$ cat config.mk
export PLATFORM = sky130hd
export DESIGN_NAME = rv_ssc_bundler_flat
export DESIGN_NICKNAME = d
export VERILOG_FILES = /design/src/rtl/rv_ssc_bundler_pkg.sv /design/src/rtl/rv_ssc_bundler_if.sv /design/src/rtl/rv_ssc_hazard.sv /design/src/rtl/rv_ssc_bundler.sv /design/src/flat_wrapper.sv
export SDC_FILE = /design/constraint.sdc
export NUM_CORES = 1
export LEC_CHECK = 0
export ABC_AREA = 0
export CAP_MARGIN = 20
export CORE_ASPECT_RATIO = 0.6
export CORE_MARGIN = 2
export CORE_UTILIZATION = 49
export DETAILED_ROUTE_END_ITERATION = 7
export GPL_ROUTABILITY_DRIVEN = 0
export HOLD_SLACK_MARGIN = 0.15
export PLACE_DENSITY = 0.81
export REMOVE_ABC_BUFFERS = 1
export SLEW_MARGIN = 20
export SYNTH_ARGS = -nofsm -noshare
export SYNTH_HDL_FRONTEND = slang
export SYNTH_SLANG_ARGS = --single-unit
$ cat constraint.sdc
create_clock -name clock -period 3.4 [get_ports clock]
set_clock_uncertainty 0.2 [all_clocks]
set_input_delay 0.68 -clock clock [delete_from_list [all_inputs] [get_ports clock]]
set_output_delay 0.68 -clock clock [all_outputs]
set_load 0.01 [all_outputs]
$ cat src/rtl/rv_ssc_bundler_pkg.sv
// rtl/rv_ssc_bundler_pkg.sv - shared lane-flag indices, hazard field ranges and skid-buffer states
package rv_ssc_bundler_pkg;

    localparam int SSC_L1_W2 = 0;
    localparam int SSC_L1_W3 = 1;
    localparam int SSC_L2    = 2;
    localparam int SSC_L3    = 3;

    localparam int RD_LO  = 7;
    localparam int RD_HI  = 11;
    localparam int RS1_LO = 15;
    localparam int RS1_HI = 19;
    localparam int RS2_LO = 20;
    localparam int RS2_HI = 24;

    typedef enum logic [1:0] {
        SKID_EMPTY = 2'd0,
        SKID_ONE   = 2'd1,
        SKID_TWO   = 2'd2
    } skid_state_t;

    typedef struct packed {
        logic [4:0] rd;
        logic [4:0] rs1;
        logic [4:0] rs2;
    } ssc_regs_t;

endpackage

$ cat src/rtl/rv_ssc_bundler_if.sv
// rtl/rv_ssc_bundler_if.sv - fetch-side and issue-side signals of the bundler
interface rv_ssc_bundler_if #(parameter int ADDR_W = 48);
    logic [2:0]        inValid;
    logic [31:0]       inWordA;
    logic [31:0]       inWordB;
    logic [31:0]       inWordC;
    logic [3:0]        inFlagA;
    logic [3:0]        inFlagB;
    logic [3:0]        inFlagC;
    logic [ADDR_W-1:0] inPc;
    logic [1:0]        inAdv;
    logic              outValid;
    logic              outReady;
    logic [31:0]       outWordA;
    logic [31:0]       outWordB;
    logic [31:0]       outWordC;
    logic [1:0]        outWidth;
    logic [ADDR_W-1:0] outPc;

    modport master (
        output inValid, inWordA, inWordB, inWordC, inFlagA, inFlagB, inFlagC, inPc,
        input  inAdv,
        input  outValid, outWordA, outWordB, outWordC, outWidth, outPc,
        output outReady
    );

    modport slave (
        input  inValid, inWordA, inWordB, inWordC, inFlagA, inFlagB, inFlagC, inPc,
        output inAdv,
        output outValid, outWordA, outWordB, outWordC, outWidth, outPc,
        input  outReady
    );
endinterface

$ cat src/rtl/rv_ssc_hazard.sv
// rtl/rv_ssc_hazard.sv - conservative register hazard: X.rd against Y.rs1/rs2/rd
module rv_ssc_hazard
    import rv_ssc_bundler_pkg::*;
(
    input  logic [4:0] x_rd,
    input  ssc_regs_t  y,
    output logic       hz
);
    assign hz = (x_rd == y.rs1) || (x_rd == y.rs2) || (x_rd == y.rd);
endmodule

$ cat src/rtl/rv_ssc_bundler.sv
// rtl/rv_ssc_bundler.sv - groups 1..3 instruction words into issue bundles behind a 2-entry skid buffer
module rv_ssc_bundler
    import rv_ssc_bundler_pkg::*;
#(
    parameter int ADDR_W  = 48,
    parameter bit WIDE_EN = 1'b1
) (
    input  logic        clock,
    input  logic        reset,
    input  logic        flush,
    rv_ssc_bundler_if.slave bus,
    output logic [31:0] statW1,
    output logic [31:0] statW2,
    output logic [31:0] statW3
);
    typedef enum logic [1:0] {HEAD_HOLD, HEAD_NEW, HEAD_TAIL, HEAD_CLEAR} head_op_t;

    logic [4:0]  a_rd;
    ssc_regs_t   regs_b, regs_c;
    logic        hz_ab, hz_ac, hz_bc;
    logic [1:0]  width;
    logic        acc, push, pop;
    skid_state_t state, state_nxt;
    head_op_t    head_op;
    logic        tail_load, tail_clear;
    logic [31:0] new_b, new_c;
    logic [31:0] head_a, head_b, head_c, tail_a, tail_b, tail_c;
    logic [1:0]  head_w, tail_w;
    logic [ADDR_W-1:0] head_pc, tail_pc;
    logic        unused_bits;

    assign a_rd   = bus.inWordA[RD_HI:RD_LO];
    assign regs_b = '{rd: bus.inWordB[RD_HI:RD_LO], rs1: bus.inWordB[RS1_HI:RS1_LO], rs2: bus.inWordB[RS2_HI:RS2_LO]};
    assign regs_c = '{rd: bus.inWordC[RD_HI:RD_LO], rs1: bus.inWordC[RS1_HI:RS1_LO], rs2: bus.inWordC[RS2_HI:RS2_LO]};
    assign unused_bits = ^{bus.inFlagA[3:2], bus.inFlagB[3], bus.inFlagB[1:0], bus.inFlagC[2:0], regs_c.rd};

    rv_ssc_hazard u_hz_ab (.x_rd(a_rd),      .y(regs_b), .hz(hz_ab));
    rv_ssc_hazard u_hz_ac (.x_rd(a_rd),      .y(regs_c), .hz(hz_ac));
    rv_ssc_hazard u_hz_bc (.x_rd(regs_b.rd), .y(regs_c), .hz(hz_bc));

    always_comb begin
        width = 2'd0;
        if (WIDE_EN && bus.inValid == 3'b111 && bus.inFlagA[SSC_L1_W3] && bus.inFlagA[SSC_L1_W2]
            && bus.inFlagB[SSC_L2] && bus.inFlagC[SSC_L3] && !hz_ab && !hz_ac && !hz_bc)
            width = 2'd3;
        else if (WIDE_EN && bus.inValid[1] && bus.inFlagA[SSC_L1_W2] && bus.inFlagB[SSC_L2] && !hz_ab)
            width = 2'd2;
        else if (bus.inValid[0])
            width = 2'd1;
    end

    // Acceptance looks only at registered state and flush, never at outReady.
    assign acc       = (state != SKID_TWO) && !flush && !reset;
    assign bus.inAdv = acc ? width : 2'd0;
    assign push      = acc && (width != 2'd0);
    assign pop       = bus.outValid && bus.outReady;
    assign new_b     = (width >= 2'd2) ? bus.inWordB : 32'd0;
    assign new_c     = (width == 2'd3) ? bus.inWordC : 32'd0;

    always_comb begin
        state_nxt  = state;
        head_op    = HEAD_HOLD;
        tail_load  = 1'b0;
        tail_clear = 1'b0;
        case (state)
            SKID_EMPTY: if (push) begin state_nxt = SKID_ONE; head_op = HEAD_NEW; end
            SKID_ONE: begin
                if (push && !pop)      begin state_nxt = SKID_TWO; tail_load = 1'b1; end
                else if (push && pop)  head_op = HEAD_NEW;
                else if (pop)          begin state_nxt = SKID_EMPTY; head_op = HEAD_CLEAR; end
            end
            SKID_TWO: if (pop) begin state_nxt = SKID_ONE; head_op = HEAD_TAIL; tail_clear = 1'b1; end
            default: begin state_nxt = SKID_EMPTY; head_op = HEAD_CLEAR; tail_clear = 1'b1; end
        endcase
        if (flush) begin
            state_nxt  = SKID_EMPTY;
            head_op    = HEAD_CLEAR;
            tail_clear = 1'b1;
        end
    end

    always_ff @(posedge clock) begin
        if (reset) state <= SKID_EMPTY;
        else       state <= state_nxt;
    end

    // Emptied entries are zeroed so the head registers drive the outputs directly.
    always_ff @(posedge clock) begin
        if (reset) begin
            {head_a, head_b, head_c, head_w, head_pc} <= '0;
            {tail_a, tail_b, tail_c, tail_w, tail_pc} <= '0;
        end else begin
            case (head_op)
                HEAD_NEW:   {head_a, head_b, head_c, head_w, head_pc} <= {bus.inWordA, new_b, new_c, width, bus.inPc};
                HEAD_TAIL:  {head_a, head_b, head_c, head_w, head_pc} <= {tail_a, tail_b, tail_c, tail_w, tail_pc};
                HEAD_CLEAR: {head_a, head_b, head_c, head_w, head_pc} <= '0;
                default:    ;
            endcase
            if (tail_clear)
                {tail_a, tail_b, tail_c, tail_w, tail_pc} <= '0;
            else if (tail_load)
                {tail_a, tail_b, tail_c, tail_w, tail_pc} <= {bus.inWordA, new_b, new_c, width, bus.inPc};
        end
    end

    always_ff @(posedge clock) begin
        if (reset) begin
            statW1 <= 32'd0;
            statW2 <= 32'd0;
            statW3 <= 32'd0;
        end else if (pop) begin
            case (head_w)
                2'd1:    statW1 <= statW1 + 32'd1;
                2'd2:    statW2 <= statW2 + 32'd1;
                2'd3:    statW3 <= statW3 + 32'd1;
                default: ;
            endcase
        end
    end

    assign bus.outValid = (state != SKID_EMPTY);
    assign bus.outWordA = head_a;
    assign bus.outWordB = head_b;
    assign bus.outWordC = head_c;
    assign bus.outWidth = head_w;
    assign bus.outPc    = head_pc;
endmodule

$ cat src/flat_wrapper.sv
// flat-port wrapper written by rule: the top's interface ports become plain ports
module rv_ssc_bundler_flat import rv_ssc_bundler_pkg::*;
#(
    parameter int ADDR_W  = 48,
    parameter bit WIDE_EN = 1'b1
)
  (clock, reset, flush, statW1, statW2, statW3, bus_inValid, bus_inWordA, bus_inWordB, bus_inWordC, bus_inFlagA, bus_inFlagB, bus_inFlagC, bus_inPc, bus_inAdv, bus_outValid, bus_outWordA, bus_outWordB, bus_outWordC, bus_outWidth, bus_outPc, bus_outReady);
  rv_ssc_bundler_if #(.ADDR_W(ADDR_W)) bus_i ();
  input  logic clock;
  input  logic reset;
  input  logic flush;
  output logic [31:0] statW1;
  output logic [31:0] statW2;
  output logic [31:0] statW3;
  input wire logic [$bits(bus_i.inValid)-1:0] bus_inValid;
  input wire logic [$bits(bus_i.inWordA)-1:0] bus_inWordA;
  input wire logic [$bits(bus_i.inWordB)-1:0] bus_inWordB;
  input wire logic [$bits(bus_i.inWordC)-1:0] bus_inWordC;
  input wire logic [$bits(bus_i.inFlagA)-1:0] bus_inFlagA;
  input wire logic [$bits(bus_i.inFlagB)-1:0] bus_inFlagB;
  input wire logic [$bits(bus_i.inFlagC)-1:0] bus_inFlagC;
  input wire logic [$bits(bus_i.inPc)-1:0] bus_inPc;
  output wire logic [$bits(bus_i.inAdv)-1:0] bus_inAdv;
  output wire logic [$bits(bus_i.outValid)-1:0] bus_outValid;
  output wire logic [$bits(bus_i.outWordA)-1:0] bus_outWordA;
  output wire logic [$bits(bus_i.outWordB)-1:0] bus_outWordB;
  output wire logic [$bits(bus_i.outWordC)-1:0] bus_outWordC;
  output wire logic [$bits(bus_i.outWidth)-1:0] bus_outWidth;
  output wire logic [$bits(bus_i.outPc)-1:0] bus_outPc;
  input wire logic [$bits(bus_i.outReady)-1:0] bus_outReady;
  assign bus_i.inValid = bus_inValid;
  assign bus_i.inWordA = bus_inWordA;
  assign bus_i.inWordB = bus_inWordB;
  assign bus_i.inWordC = bus_inWordC;
  assign bus_i.inFlagA = bus_inFlagA;
  assign bus_i.inFlagB = bus_inFlagB;
  assign bus_i.inFlagC = bus_inFlagC;
  assign bus_i.inPc = bus_inPc;
  assign bus_inAdv = bus_i.inAdv;
  assign bus_outValid = bus_i.outValid;
  assign bus_outWordA = bus_i.outWordA;
  assign bus_outWordB = bus_i.outWordB;
  assign bus_outWordC = bus_i.outWordC;
  assign bus_outWidth = bus_i.outWidth;
  assign bus_outPc = bus_i.outPc;
  assign bus_i.outReady = bus_outReady;
  rv_ssc_bundler #(.ADDR_W(ADDR_W), .WIDE_EN(WIDE_EN)) u_core (.clock(clock), .reset(reset), .flush(flush), .bus(bus_i), .statW1(statW1), .statW2(statW2), .statW3(statW3));
endmodule
==> results of run 1 <==
-- worst max-delay path, cell delays in order --
cell and delay [ps]:
clkdlybuf4s50_1 560, xor2_1 200, nor3_2 80, a22oi_4 180, nand2_4 70, or3_4 370, a211oi_2 170, buf_2 170
-- logic make-up (layout without fill, tap and decap cells) --
| family | after synthesis | count (layout) | synth area share |
|---|---|---|---|
| simple gates | 604 | 604 | 0.179 |
| compound gates | 484 | 484 | 0.212 |
| flops | 390 | 390 | 0.482 |
| buf+inv | 168 | 570 | 0.0543 |
| xor+xnor | 125 | 125 | 0.0677 |
| mux | 4 | 4 | 0.00247 |
| fa+ha+maj | 3 | 3 | 0.00232 |
| other cells | 0 | 3 | 0 |
-- final timing paths --
kind	start	to	slack, ps	cells past startpoint
worst max-delay path	bus_inWordB[15]	bus_inAdv[0]	40	8
worst min-delay path	u_core.tail_pc[8]	u_core.bus.outPc[8]	230	2
worst max register to register	u_core.state[1]	u_core.statW1[30]	620	6
worst min register to register	u_core.tail_pc[8]	u_core.bus.outPc[8]	230	2
-- per-stage QoR --
step / hold slack [ps] / TNS [ps] / utilization / std cells
global route: 250 / -86.5 / 0.683 / 2606
floorplan: 209 / -497220 / - / 1623
global placement: 214 / -714 / 0.641 / 2540
finish: 230 / 0 / 0.683 / 2607
CTS: 227 / -52.6 / 0.679 / 2601
detailed placement: 221 / -908 / 0.641 / 2540
-- synth_stat cells (3+ instances only) --
cell type / instances / share of area
dfxtp_1: 390 / 0.48
nand2_1: 232 / 0.054
a21oi_1: 129 / 0.040
nand3_1: 119 / 0.037
nor2_1: 101 / 0.023
o21ai_0: 96 / 0.030
a32oi_1: 80 / 0.043
xor2_1: 76 / 0.041
clkbuf_1: 72 / 0.017
a22o_1: 64 / 0.035
xnor2_1: 49 / 0.027
buf_2: 41 / 0.013
and2_1: 35 / 0.014
a21o_1: 33 / 0.015
a221o_1: 32 / 0.020
a31o_1: 30 / 0.016
buf_4: 28 / 0.013
nor3_1: 21 / 0.0065
nand4_1: 19 / 0.0073
and3_1: 17 / 0.0066
or3_1: 15 / 0.0058
inv_1: 13 / 0.0030
buf_6: 12 / 0.0084
and4_1: 11 / 0.0060
nor2b_1: 6 / 0.0023
nor3_2: 6 / 0.0037
mux2i_1: 4 / 0.0025
nor4_2: 4 / 0.0031
ha_1: 3 / 0.0023
nor4_1: 3 / 0.0012
or2_2: 3 / 0.0012
-- timing repair --
action	4_1_cts	5_1_grt
pin swaps	1	4
endpoints found under the setup margin	2	2
gates resized for setup	12	32
buffers inserted	0	3
-- layout make-up --
type	instances	area, sq um
Fill cell	2428	10300
Timing Repair Buffer	496	4950
Antenna cell	3	7.51
Inverter	13	48.8
Clock inverter	12	193
Multi-Input combinational cell	1220	7620
Clock buffer	49	1040
Sequential cell	390	7810
Tap cell	424	531
-- routing by layer --
layer / part of all wire / vias up / wire length, um
li1: - / 7102 / -
met1: 0.43 / 7311 / 22200
met2: 0.45 / 747 / 23100
met3: 0.081 / 131 / 4170
met4: 0.040 / 2 / 2070
met5: 0.00025 / - / 13
-- state kept, by name (all words and copies together), names as in the netlist --
signal,cells
u_core.bus.outPc,48
u_core.bus.outWidth,2
u_core.bus.outWordA,32
u_core.bus.outWordB,32
u_core.bus.outWordC,32
u_core.statW1,32
u_core.statW2,32
u_core.statW3,32
u_core.state,2
u_core.tail_a,32
u_core.tail_b,32
u_core.tail_c,32
u_core.tail_pc,48
u_core.tail_w,2
-- report_power, final --
group          switching (mW)  internal [mW]  total, mW
logic                   0.421          0.384      0.805
registers              0.0334           4.61       4.64
clock network            1.74           2.53       4.27
total                    2.19           7.52       9.72
==> flow_summary.yaml, run 1 <==
global_routing:
  grt_util_met2: 0.446
  antenna_found_initial: 4
  grt_max_degree: 96
  grt.total_usage: 0.285
  grt.met3_usage: 0.0539
  grt_pass1_vias: 14700
  use_met1: 0.390
  grt_pass1_wl_mm: 79.7
  overflow: 0
  grt.busiest_layer: "met2"
place:
  port_buffers: 399
  hpwl_mm: 34.7
  dp_worst_setup_slack_ps: -621
  placed_cell_area_sq_um: 20800
job:
  drv_cap: 0
floorplan:
  coreArea_sq_um: 32500
  num_io_pins: 408
  num_rows: 51
  design.die.area_sq_um: 34500
  dieWidth_um: 239
  initial_core_util: 0.498
  die_y_um: 145
drt:
  drtIter0Drc: 1399
  vias: 15300
  drt-total-wl_mm: 51.6
  routedWlPerCell_um: 19.8
  via_per_inst: 5.87
  drc_errors: 0
  dr.pass1.iters: 5
  ant_nets: 0
final_layout:
  syn2layout_area_growth_pct: 37.2
  fin_nets: 2324
  final_area_sq_um: 22200
  final_cell_mix: "390 x dfxtp_1, 377 x clkdlybuf4s50_1, 230 x nand2_1, 129 x a21oi_1, 119 x nand3_1"
  layout_commonest_cell: "dfxtp_1"
  drive_above_1_share: 0.0922
sta:
  fin_crit_sh: 0.988
  final.setup.worst_slack_ps: 40.8
  relSlewSlack: 0.346
  max_freq_mhz: 298
  slew_violations: 0
  worst_pin_slew_ps: 981
  finalSetupViolCount: 0
  report.final.hold_viol_count: 0
  fin_crit_ps: 3360
synth:
  syn_area_sq_um: 16200
  ys_types: 58
  yosys_warnings: 0
  synthCells: 1778
  yosysSeqAreaShare: 0.482
  syn_area_per_cell_sq_um: 9.10
  async_flop_share: 0
  ys_ff_latch: 390
  synth_ff_type: "dfxtp_1"
  synth-edff-count: 0
power_and_ir_drop:
  power_mw: 9.72
  vdd_drop_max_mv: 0.322
  total_leakage_power_nw: 8.53
  power_density_nw_per_um2: 438
cts:
  hold_buffers: 0
  clk_pin_slew_ps: 60
  ctsHtreeMaxLevel: 2
  insertion_delay_ps: 510
  clk_path_buf_depth: 3
  cts_made_buffers: 37
  cts_sinks: 390
  cts_root_buffer: "clkbuf_16"
  cts_tree: "yes"
outcome:
  status: "finished clean"
critical_path:
  end_kind: "primary output"
  cp.arrival_ps: 2480
  cp.required_ps: 2520
  startpoint_type: "primary input"
  crit_type: "primary input to primary output"
  cp_max_fo: 2
worst_hold_path:
  min_path_type: "flip-flop to flip-flop"
No activity file was read; power rests on OpenSTA's default activity.
==> run 2: changes to the inputs <==
--- a/config.mk
+++ b/config.mk
@@ -10,6 +10,7 @@
 export CORE_ASPECT_RATIO = 0.6
 export CORE_MARGIN = 2
 export CORE_UTILIZATION = 49
+export CTS_BUF_LIST = sky130_fd_sc_hd__clkbuf_16
 export DETAILED_ROUTE_END_ITERATION = 7
 export GPL_ROUTABILITY_DRIVEN = 0
 export HOLD_SLACK_MARGIN = 0.15
==> run 2 against run 1 <==
  * Wire length fell by 0.16%
  * Critical path type unchanged
  * Highest routed layer unchanged
  * Die area did not move
  * Clock power fell by 4%
  * Largest power group unchanged
==> flow_summary.yaml, run 2 (same netlist as run 1, synthesis figures left out) <==
global_routing:
  grt_max_degree: 96
  antenna_found_initial: 3
  grt_pass1_vias: 14600
  grt.total_usage: 0.284
  overflow: 0
  grt_pass1_wl_mm: 79.5
drt:
  vias: 15200
  routedWlPerCell_um: 19.8
  drc_errors: 0
  drt-total-wl_mm: 51.5
  via_per_inst: 5.84
  drtIter0Drc: 1383
  ant_nets: 0
  dr.pass1.iters: 6
power_and_ir_drop:
  power_density_nw_per_um2: 431
  vdd_drop_max_mv: 0.321
  total_leakage_power_nw: 8.51
cts:
  cts_sinks: 390
  cts_made_buffers: 37
  clk_pin_slew_ps: 60
  ctsHtreeMaxLevel: 2
  cts_root_buffer: "clkbuf_16"
  clk_path_buf_depth: 3
  insertion_delay_ps: 510
  hold_buffers: 0
  cts_tree: "yes"
final_layout:
  final_cell_mix: "390 x dfxtp_1, 377 x clkdlybuf4s50_1, 230 x nand2_1, 129 x a21oi_1, 119 x nand3_1"
  drive_above_1_share: 0.0890
  final_area_sq_um: 22100
  syn2layout_area_growth_pct: 36.7
  fin_nets: 2324
  layout_commonest_cell: "dfxtp_1"
worst_hold_path:
  worstHoldStart: "u_core.tail_pc[8]"
  min_delay_path_depth: 2
  hold-path-endpoint: "u_core.bus.outPc[8]"
  min_path_type: "flip-flop to flip-flop"
floorplan:
  die_y_um: 145
  design.die.area_sq_um: 34500
  num_rows: 51
  initial_core_util: 0.498
  coreArea_sq_um: 32500
  dieWidth_um: 239
  num_io_pins: 408
critical_path:
  crit_type: "primary input to primary output"
  rr_startpoint: "u_core.state[1]"
  reg2reg_slack_ps: 630
  end_kind: "primary output"
  cp_max_fo: 2
  reg2reg_depth: 6
  startpoint_type: "primary input"
  reg2reg_to: "u_core.statW1[16]"
  cp.required_ps: 2520
  cp.arrival_ps: 2480
sta:
  slew_violations: 0
  finalSetupViolCount: 0
  relSlewSlack: 0.348
  max_freq_mhz: 298
  report.final.hold_viol_count: 0
  fin_crit_ps: 3360
  worst_pin_slew_ps: 978
  final.setup.worst_slack_ps: 42.8
  fin_crit_sh: 0.987
outcome:
  status: "finished clean"
job:
  drv_cap: 0
place:
  dp_worst_setup_slack_ps: -621
  placed_cell_area_sq_um: 20800
  hpwl_mm: 34.7
  port_buffers: 399
-- run 2: routing by layer --
metal	global-route usage	routed length (um)	vias to the layer above
met5	0	13	-
met4	0.108	1870	2
met3	0.0539	4250	118
met2	0.446	23300	744
met1	0.390	22100	7255
li1	-	-	7096
-- run 2: critical path: stages --
cell and delay [ps]:
clkdlybuf4s50_1 560, xor2_1 200, nor3_2 80, a22oi_4 180
nand2_4 70, or3_4 370, a211oi_2 170, buf_2 170
-- run 2: worst max-delay path by stage --
stage | start | end | slack, ps | cells after the start
6_report | bus_inWordB[15] | bus_inAdv[0] | 40 | 8
5_1_grt | bus_inWordC[7] | bus_inAdv[0] | -110 | 7
4_1_cts | bus_inWordA[10] | bus_inAdv[0] | -50 | 9
3_5_place_dp | bus_inWordA[9] | bus_inAdv[0] | -620 | 9
3_3_place_gp | bus_inWordA[8] | bus_inAdv[0] | -500 | 9
2_1_floorplan | flush | u_core.tail_b[0] | -2640 | 4
-- run 2: repair_timing --
item                       CTS  global route
gates resized for setup     12            32
setup buffers                0             3
setup endpoints to repair    2             2
pin swaps                    1             4
-- run 2: per-stage QoR --
step / power, mW / setup TNS, ps / hold WS [ps] / cells / util
2_1_floorplan: 4.98 / -497220 / 209 / 1623 / -
3_3_place_gp: 5.51 / -714 / 214 / 2540 / 0.641
3_5_place_dp: 5.53 / -908 / 221 / 2540 / 0.641
4_1_cts: 9.58 / -52.6 / 227 / 2601 / 0.677
5_1_grt: 9.82 / -113 / 251 / 2606 / 0.681
6_report: 9.53 / 0 / 233 / 2606 / 0.681
-- run 2: layout make-up --
type | count | area [sq um]
multi-input cells | 1220 | 7620
diodes | 2 | 5.00
well taps | 424 | 531
clock inverters | 24 | 238
repair buffers | 496 | 4950
clock buffers | 37 | 926
flip-flops and latches | 390 | 7810
inverters | 13 | 48.8
fillers | 2435 | 10400
-- run 2: power breakdown --
| part | internal (mW) | switching (mW) | leakage, nW | total [mW] |
|---|---|---|---|---|
| clock | 2.35 | 1.73 | 0.592 | 4.08 |
| combinational | 0.384 | 0.421 | 4.77 | 0.805 |
| sequential | 4.61 | 0.0333 | 3.15 | 4.64 |
